**config.mk**
```make
export PLATFORM = sky130hd
export DESIGN_NAME = conv_window_scheduler
export DESIGN_NICKNAME = d
export VERILOG_FILES = /design/src/rtl/conv_window_scheduler.sv
export SDC_FILE = /design/constraint.sdc
export NUM_CORES = 1
export LEC_CHECK = 0
export ABC_AREA = 1
export CAP_MARGIN = 20
export CORE_MARGIN = 2
export CORE_UTILIZATION = 50
export CTS_CLUSTER_DIAMETER = 100
export CTS_CLUSTER_SIZE = 10
export DETAILED_ROUTE_END_ITERATION = 8
export GPL_ROUTABILITY_DRIVEN = 0
export PLACE_DENSITY = 0.74
export SETUP_SLACK_MARGIN = 0.4
export SLEW_MARGIN = 0
export SYNTH_ARGS = -nofsm -noshare
export SYNTH_HDL_FRONTEND = slang
export SYNTH_SLANG_ARGS = --single-unit
export TNS_END_PERCENT = 50
```
**constraint.sdc**
```tcl
create_clock -name clk -period 2.4 [get_ports clk]
set_input_delay 0.36 -clock clk [delete_from_list [all_inputs] [get_ports clk]]
set_output_delay 0.36 -clock clk [all_outputs]
set_load 0.03 [all_outputs]
```
**src/rtl/conv_window_scheduler.sv**
```systemverilog
// Sliding-window read scheduler: for every output pixel emits K*K input-RAM
// addresses and matching filter-ROM indices over a valid/ready handshake.
module conv_window_scheduler #(
  parameter int IMG_W  = 16,
  parameter int K      = 3,
  parameter int ADDR_W = 10,
  parameter int COEF_W = 4
) (
  input  logic              clk,
  input  logic              reset,
  input  logic              start,
  output logic              busy,
  output logic              done,
  output logic              tap_valid,
  input  logic              tap_ready,
  output logic              ram_en,
  output logic [ADDR_W-1:0] tap_addr,
  output logic [COEF_W-1:0] coef_addr,
  output logic              win_first,
  output logic              win_last,
  output logic [ADDR_W-1:0] out_row,
  output logic [ADDR_W-1:0] out_col
);

  localparam int OUT_W = IMG_W - K + 1;
  localparam int KW    = (K > 1) ? $clog2(K) : 1;

  localparam logic [KW-1:0]     K_LAST    = KW'(K - 1);
  localparam logic [ADDR_W-1:0] O_LAST    = ADDR_W'(OUT_W - 1);
  localparam logic [ADDR_W-1:0] ROW_STEP  = ADDR_W'(IMG_W);
  localparam logic [ADDR_W-1:0] WRAP_STEP = ADDR_W'(K);

  typedef enum logic {S_IDLE, S_RUN} state_e;

  state_e              state_q, state_d;
  logic                done_q, done_d;
  logic [KW-1:0]       kr_q, kr_d, kc_q, kc_d;
  logic [ADDR_W-1:0]   r_q, r_d, c_q, c_d;
  logic [ADDR_W-1:0]   win_base_q, win_base_d;
  logic [ADDR_W-1:0]   row_base_q, row_base_d;
  logic [ADDR_W-1:0]   addr_q, addr_d;
  logic [COEF_W-1:0]   coef_q, coef_d;
  logic                first_q, first_d, last_q, last_d;

  always_ff @(posedge clk or negedge reset) begin
    if (!reset) begin
      state_q    <= S_IDLE;
      done_q     <= 1'b0;
      kr_q       <= '0;
      kc_q       <= '0;
      r_q        <= '0;
      c_q        <= '0;
      win_base_q <= '0;
      row_base_q <= '0;
      addr_q     <= '0;
      coef_q     <= '0;
      first_q    <= 1'b0;
      last_q     <= 1'b0;
    end else begin
      state_q    <= state_d;
      done_q     <= done_d;
      kr_q       <= kr_d;
      kc_q       <= kc_d;
      r_q        <= r_d;
      c_q        <= c_d;
      win_base_q <= win_base_d;
      row_base_q <= row_base_d;
      addr_q     <= addr_d;
      coef_q     <= coef_d;
      first_q    <= first_d;
      last_q     <= last_d;
    end
  end

  always_comb begin
    state_d    = state_q;
    done_d     = 1'b0;
    kr_d       = kr_q;
    kc_d       = kc_q;
    r_d        = r_q;
    c_d        = c_q;
    win_base_d = win_base_q;
    row_base_d = row_base_q;
    addr_d     = addr_q;
    coef_d     = coef_q;

    case (state_q)
      S_IDLE: begin
        if (start) begin
          state_d    = S_RUN;
          kr_d       = '0;
          kc_d       = '0;
          r_d        = '0;
          c_d        = '0;
          win_base_d = '0;
          row_base_d = '0;
          addr_d     = '0;
          coef_d     = '0;
        end
      end
      S_RUN: begin
        if (tap_ready) begin
          if (kc_q != K_LAST) begin
            kc_d   = kc_q + KW'(1);
            addr_d = addr_q + ADDR_W'(1);
            coef_d = coef_q + COEF_W'(1);
          end else if (kr_q != K_LAST) begin
            kc_d       = '0;
            kr_d       = kr_q + KW'(1);
            row_base_d = row_base_q + ROW_STEP;
            addr_d     = row_base_q + ROW_STEP;
            coef_d     = coef_q + COEF_W'(1);
          end else begin
            kc_d   = '0;
            kr_d   = '0;
            coef_d = '0;
            // Window base moves right by one, or from the last column to the
            // start of the next row: (r*W + OUT_W-1) + K == (r+1)*W.
            if (c_q != O_LAST) begin
              c_d        = c_q + ADDR_W'(1);
              win_base_d = win_base_q + ADDR_W'(1);
            end else if (r_q != O_LAST) begin
              c_d        = '0;
              r_d        = r_q + ADDR_W'(1);
              win_base_d = win_base_q + WRAP_STEP;
            end else begin
              state_d    = S_IDLE;
              done_d     = 1'b1;
              r_d        = '0;
              c_d        = '0;
              win_base_d = '0;
            end
            row_base_d = win_base_d;
            addr_d     = win_base_d;
          end
        end
      end
      default: state_d = S_IDLE;
    endcase

    first_d = (state_d == S_RUN) && (kr_d == '0) && (kc_d == '0);
    last_d  = (state_d == S_RUN) && (kr_d == K_LAST) && (kc_d == K_LAST);
  end

  assign busy      = (state_q == S_RUN);
  assign tap_valid = (state_q == S_RUN);
  assign done      = done_q;
  assign ram_en    = tap_valid & tap_ready;
  assign tap_addr  = addr_q;
  assign coef_addr = coef_q;
  assign win_first = first_q;
  assign win_last  = last_q;
  assign out_row   = r_q;
  assign out_col   = c_q;

endmodule
```
Word level (Yosys, flattened, before mapping)

Index checks and enable logic that the tools add are counted.

Register bits after elaboration: 62
Input bits: 4
Output and inout port bits: 40
Logic and storage cells: 96

$add $sub $neg: 9
Equal/unequal tests: 11
Muxes and demuxes: 52
Bitwise gates (word level): 2
Reduce and logical (&&, ||, !) cells: 10

Operators by type and width:

| operator              | number |
|---|---|
| $mux 10               | 20 |
| $pmux 10 s2           | 5 |
| $add 10x1->10 const B | 4 |
| $ne 10x4->1 const B   | 2 |
| $mux 4                | 4 |
| $mux 2                | 7 |
| $ne 2x2->1 const B    | 7 |
| $mux 1                | 12 |
| $add 10x2->10 const B | 1 |
| $add 10x5->10 const B | 1 |
| $pmux 2 s2            | 2 |
| $pmux 4 s2            | 1 |
| $reduce_and 5->1      | 1 |
| $add 2x1->2 const B   | 2 |
| $add 4x1->4 const B   | 1 |
| $eq 2x2->1 const B    | 2 |
| $logic_and 1x1->1     | 4 |
| $logic_not 2->1       | 2 |
| $reduce_and 4->1      | 1 |
| $reduce_and 3->1      | 1 |
| $pmux 1 s2            | 1 |
| $reduce_and 2->1      | 1 |
| $and 1x1->1           | 1 |
| $not 1->1             | 1 |

Depth between registers and ports, before layout

Depth after elaboration: 9
Mapped depth: 13
Depth with buffers taken out: 12

Least setup slack after synthesis

Ideal clock, no wire load.

Kind: flip-flop to flip-flop
From: reg state_q, in the netlist busy
To: reg c_q[8], in the netlist out_col[8]
Setup time: 72 ps
Arrival: 1,783 ps
Required time: 2,328 ps
Setup slack: 545 ps
Stages on the path, launching flop included: 13
Path buffers: 1
Period minus slack after synthesis: 1,855 ps
Path through: dfrtp_1 > nand2_2 > inv_2 > nand2_4 > nand2_8 > nand2_8 > inv_4 > buf_6 > nand2_2 > nor2_2 > nand2_1 > xor2_1 > nor2_1

Word-level cells in the longest chain between the ends: 3
Elaborated cells on any way between the ends: 7
Those cells by class: eq/ne (4); mux (1); bitwise (1); reduce/logical (1)

Ends and longest elaborated chain:

| item                       | RTL line | text |
|---|---|---|
| start: declaration         | 35       | `state_e state_q, state_d;` |
| start signal: assignment   | 60       | `state_q <= state_d;` |
| $not 1->1                  | --       |  |
| $ne 2x2->1 (no line)       | --       |  |
| $reduce_and 4->1 (no line) | --       |  |
| end signal: assignment     | 52       | `c_q <= '0;` |
| end signal: assignment     | 65       | `c_q <= c_d;` |
| end: declaration           | 38       | `logic [ADDR_W-1:0] r_q, r_d, c_q, c_d;` |

Parallel ways exist; a longest one is shown, timed or not.
A chain may end at the register's enable or synchronous reset.

Worst setup path in the final report

From: reg state_q, in the netlist busy
To: out tap_valid

RTL lines:

| item             | RTL line | text |
|---|---|---|
| end: declaration | 14       | `output logic tap_valid,` |

No word-level cell between the ends.

==> implementation parameters <==
Parameter                              Value

Outcome
  Outcome ... finished clean

Global route
  Global-route usage over all layers ... 0.2448
  Number of global-route vias before repair ... 3545
  Leftover overflow at the end of global routing ... 0
  Number of antenna violations at the first check in global routing ... 0
  Maximum number of pins on one net before global-route repair ... 39
  Wire length of the first global-routing pass ... ~16000 um

Setup path
  WP data arrival ... between 1.5 and 2 ns
  WP data required ... 2.04 ns
  Worst reg2reg setup slack ... ~0.55 ns
  Standard cell with the maximum stage delay on the critical path ... sky130_fd_sc_hd__clkdlybuf4s50_1
  Launch point of the worst reg-to-reg path ... out_row[1]
  Nature of the critical path endpoint ... primary output
  Crit path cell chain ... clkdlybuf4s50_1
  Startpoint Class ... register
  Crit-path max FO ... 9
  CP top delay family ... buffers and inverters
  Category of the critical setup timing path ... register to primary output
  Register-to-Register Path Depth ... 10
  Bufs and invs on worst path ... 1
  Delay of the slowest cell on the worst path ... slightly above 0.7 ns
  Reg-to-reg critical path endpoint ... win_last

Logic synthesis
  Post-synthesis share of cell area spent on and, or, nand and nor gates ... 0.3165
  Register area share after synthesis ... 0.4140
  Post-synthesis mux area share ... 0
  Synthesized-area fraction occupied by adder cells ... 0.03005
  Main combinational cell family by area after synthesis ... simple AND/OR/NAND/NOR gates
  Count of mapped cells out of synthesis ... between 500 and 600
  Seq cells post-synth ... 62
  Netlist cell types ... 36
  Count of yosys warnings during synthesis ... 0
  Share of flip-flops with an asynchronous set or reset after synthesis ... 1.000
  Cell Area, Synth ... approximately 3700 sq um
  Mapped Nets ... 530
  Average size of a mapped cell ... 7.248 sq um
  Post-Synth XOR/XNOR Area ... 0.02805
  Most frequently used flop master after synthesis ... sky130_fd_sc_hd__dfrtp_1
  Post-synth EDFFs ... 0
  Compound-gate portion of the synthesized area ... 0.1255

Finish
  Number of standard cells in the layout, taps in and fillers out ... between 600 and 700
  Final standard cell area without fillers ... roughly 4600 sq um
  Fill count ... around 660
  Fraction of final layout cells with drive strength greater than 1 ... 0.1015
  Area growth, synth to finish ... 22.74%
  Number of diodes ... 0
  Most common library cell in the layout ignoring fill and taps ... sky130_fd_sc_hd__nand2_1
  Most frequent cells in the layout ... sky130_fd_sc_hd__nand2_1, sky130_fd_sc_hd__inv_1, sky130_fd_sc_hd__nor2_1, sky130_fd_sc_hd__dfrtp_1, sky130_fd_sc_hd__nand3_1
  Nets ... between 500 and 600

Floorplan
  Number of top-level design ports ... 44
  Initial cell density of the core ... 0.5166
  Floorplan core area ... ~7300 sq um
  Width of the die ... just over 90 um
  Full die area ... approximately 8200 sq um
  Rows ... 31
  Height of the die ... ~91 um

Detailed routing
  DR vias ... 3684
  WL met3 ... around 460 um
  Detailed-router iteration count before antenna repair ... 5
  Sum of met2 wire segment lengths after detailed routing ... 4453 um
  Number of nets with antenna violations after routing ... 0
  Starting DRC count in detailed routing ... around 300
  DRC violations left ... 0
  Vias per std cell ... around 5.4
  Detailed-routing wirelength on met1 ... roughly 4300 um
  Routed WL per cell ... about 14 um
  Max Used Layer ... met4
  Total wirelength of the detailed-routed design ... 9425 um

Clock tree
  Sinks on Clock Net ... 62
  Clk root buf ... sky130_fd_sc_hd__clkbuf_8
  Post-CTS clock slew at the launch and capture registers of the worst setup and hold paths ... around 0.080 ns
  CTS H-Tree Depth ... 3
  CTS buffer count ... 9
  TritonCTS clock tree ... done
  Clock Latency Late Sink ... 0.35 ns
  Clock Tree Buf Depth ... 2

Timing
  Max-slew violations ... 0
  Crit path time final ... 1.939 ns
  Highest Clock Rate ... between 500 and 600 MHz
  Worst clock skew on the final layout ... 0.01086 ns
  Setup violations, final ... 0
  Unrepaired setup endpoints after global routing ... true
  Fin. Hold Viols ... 0
  Setup slack of the critical path after layout ... about 0.46 ns
  Worst Max-Slew Pin Slew ... around 0.6 ns
  Remaining max-slew budget at the tightest pin ... 0.5957
  Total negative slack for setup checks ... 0 ns
  Final period util ... 0.8077

Power and ir drop
  Leakage power ... 2.206 nW
  Internal Dissipation ... roughly 2.7 mW
  Comb pwr share ... 0.455
  Total power consumption of the routed design ... approximately 4.9 mW
  Clock power frac ... 0.187
  Worst vdd rail ir drop ... around 0.00059 V
  Net switching power ... 2.229 mW
  Total power density per cell area ... 1075 nW/um^2
  Sequential group share of total power ... 0.359
  Net switching share of the total power ... 0.4506

Placement
  Placed cell area ... ~4300 sq um
  Detailed Place HPWL ... roughly 7000 um
  DP Cell Count ... 660
  Port Buffers ... between 40 and 50
  Setup slack after placement ... about 0.21 ns

Worst hold path
  Hold WC Path Type ... input pin to asynchronous set/reset pin

Job
  # Max-Cap Violations ... 0
-- synthesized netlist by cell type, types with 2 or more instances --
| cell type | n | area, sq um |
|---|---|---|
| sky130_fd_sc_hd__nand2_1 | 123 | 461.7 |
| sky130_fd_sc_hd__nor2_1 | 65 | 244.0 |
| sky130_fd_sc_hd__inv_1 | 64 | 240.2 |
| sky130_fd_sc_hd__dfrtp_1 | 62 | 1551 |
| sky130_fd_sc_hd__nand3_1 | 45 | 225.2 |
| sky130_fd_sc_hd__o21ai_0 | 38 | 190.2 |
| sky130_fd_sc_hd__a21oi_1 | 24 | 120.1 |
| sky130_fd_sc_hd__nor3_1 | 11 | 55.05 |
| sky130_fd_sc_hd__ha_1 | 9 | 112.6 |
| sky130_fd_sc_hd__xor2_1 | 9 | 78.83 |
| sky130_fd_sc_hd__nand4_1 | 8 | 50.05 |
| sky130_fd_sc_hd__o22ai_1 | 7 | 43.79 |
| sky130_fd_sc_hd__inv_2 | 6 | 22.52 |
| sky130_fd_sc_hd__o21a_1 | 6 | 45.04 |
| sky130_fd_sc_hd__a31oi_1 | 5 | 31.28 |
| sky130_fd_sc_hd__nand2_2 | 4 | 25.02 |
| sky130_fd_sc_hd__buf_2 | 3 | 15.01 |
| sky130_fd_sc_hd__clkbuf_1 | 3 | 11.26 |
| sky130_fd_sc_hd__nor2_2 | 3 | 18.77 |
| sky130_fd_sc_hd__xnor2_1 | 3 | 26.28 |
| sky130_fd_sc_hd__a41oi_1 | 2 | 17.52 |
| sky130_fd_sc_hd__buf_4 | 2 | 15.01 |
| sky130_fd_sc_hd__nand2_8 | 2 | 40.04 |
-- flip-flops by register name, summed over array words and instances, names as in the netlist --
register / flops
row_base_q: 10
out_col: 10
kr_q: 2
win_base_q: 10
tap_addr: 10
out_row: 10
busy: 1
coef_addr: 4
win_first: 1
kc_q: 2
done: 1
win_last: 1
-- worst max path at each step --
stage / startpoint / endpoint / slack [ns] / cells after the start
6_report: busy / tap_valid / 0.46 / 1
3_3_place_gp: tap_ready / out_row[9] / 0.26 / 12
4_1_cts: out_row[1] / tap_addr[4] / 0.37 / 11
5_1_grt: out_row[1] / win_last / 0.39 / 10
2_1_floorplan: busy / out_col[8] / 0.54 / 12
3_5_place_dp: tap_ready / out_row[9] / 0.21 / 12
-- final cells by class --
class,instances,area [sq um],area share
clock inverters,6,62.56,0.01360
flip-flops and latches,62,1554,0.3379
well taps,99,123.9,0.02693
multi-input cells,375,1903,0.4138
clock buffers,10,127.6,0.02775
inverters,71,274.0,0.05958
repair buffers,57,554.3,0.1205
-- metrics by stage --
step | hold slack, ns | utilization
2_1_floorplan | 0.06441 | -
3_3_place_gp | 0.4057 | 0.5972
3_5_place_dp | 0.4177 | 0.5972
4_1_cts | 0.03063 | 0.6234
5_1_grt | 0.06552 | 0.6341
6_report | 0.007319 | 0.6341
-- power by group through the flow --
stage | logic (mW) | registers [mW] | clock network (mW)
detailed placement | 2.21 | 1.78 | 0
floorplan | 1.32 | 1.96 | 0
global placement | 2.17 | 1.77 | 0
finish | 2.25 | 1.77 | 0.924
global route | 2.53 | 1.84 | 0.986
CTS | 2.23 | 1.76 | 0.938
-- routing by layer --
metal  vias to the layer above  track usage
met5                         -            0
met4                         0       0.1141
met3                        18      0.03673
met2                       118       0.3812
met1                      1753       0.3371
li1                       1795            -
-- logic make-up (layout without fill, tap and decap cells) --
logic type      Yosys count  in the layout
buf+inv                  80            144
fa+ha+maj                 9              9
simple gates            269            269
flops                    62             62
xor+xnor                 12             12
compound gates           85             85
-- timing repair --
item                       4_1_cts  5_1_grt
pin swaps                        0        1
hold buffers                     0        0
resized for setup                2       12
setup endpoints to repair        5       39
setup buffers                    0        4
gates cloned                     0        0
No activity file was read; power rests on OpenSTA's default activity.
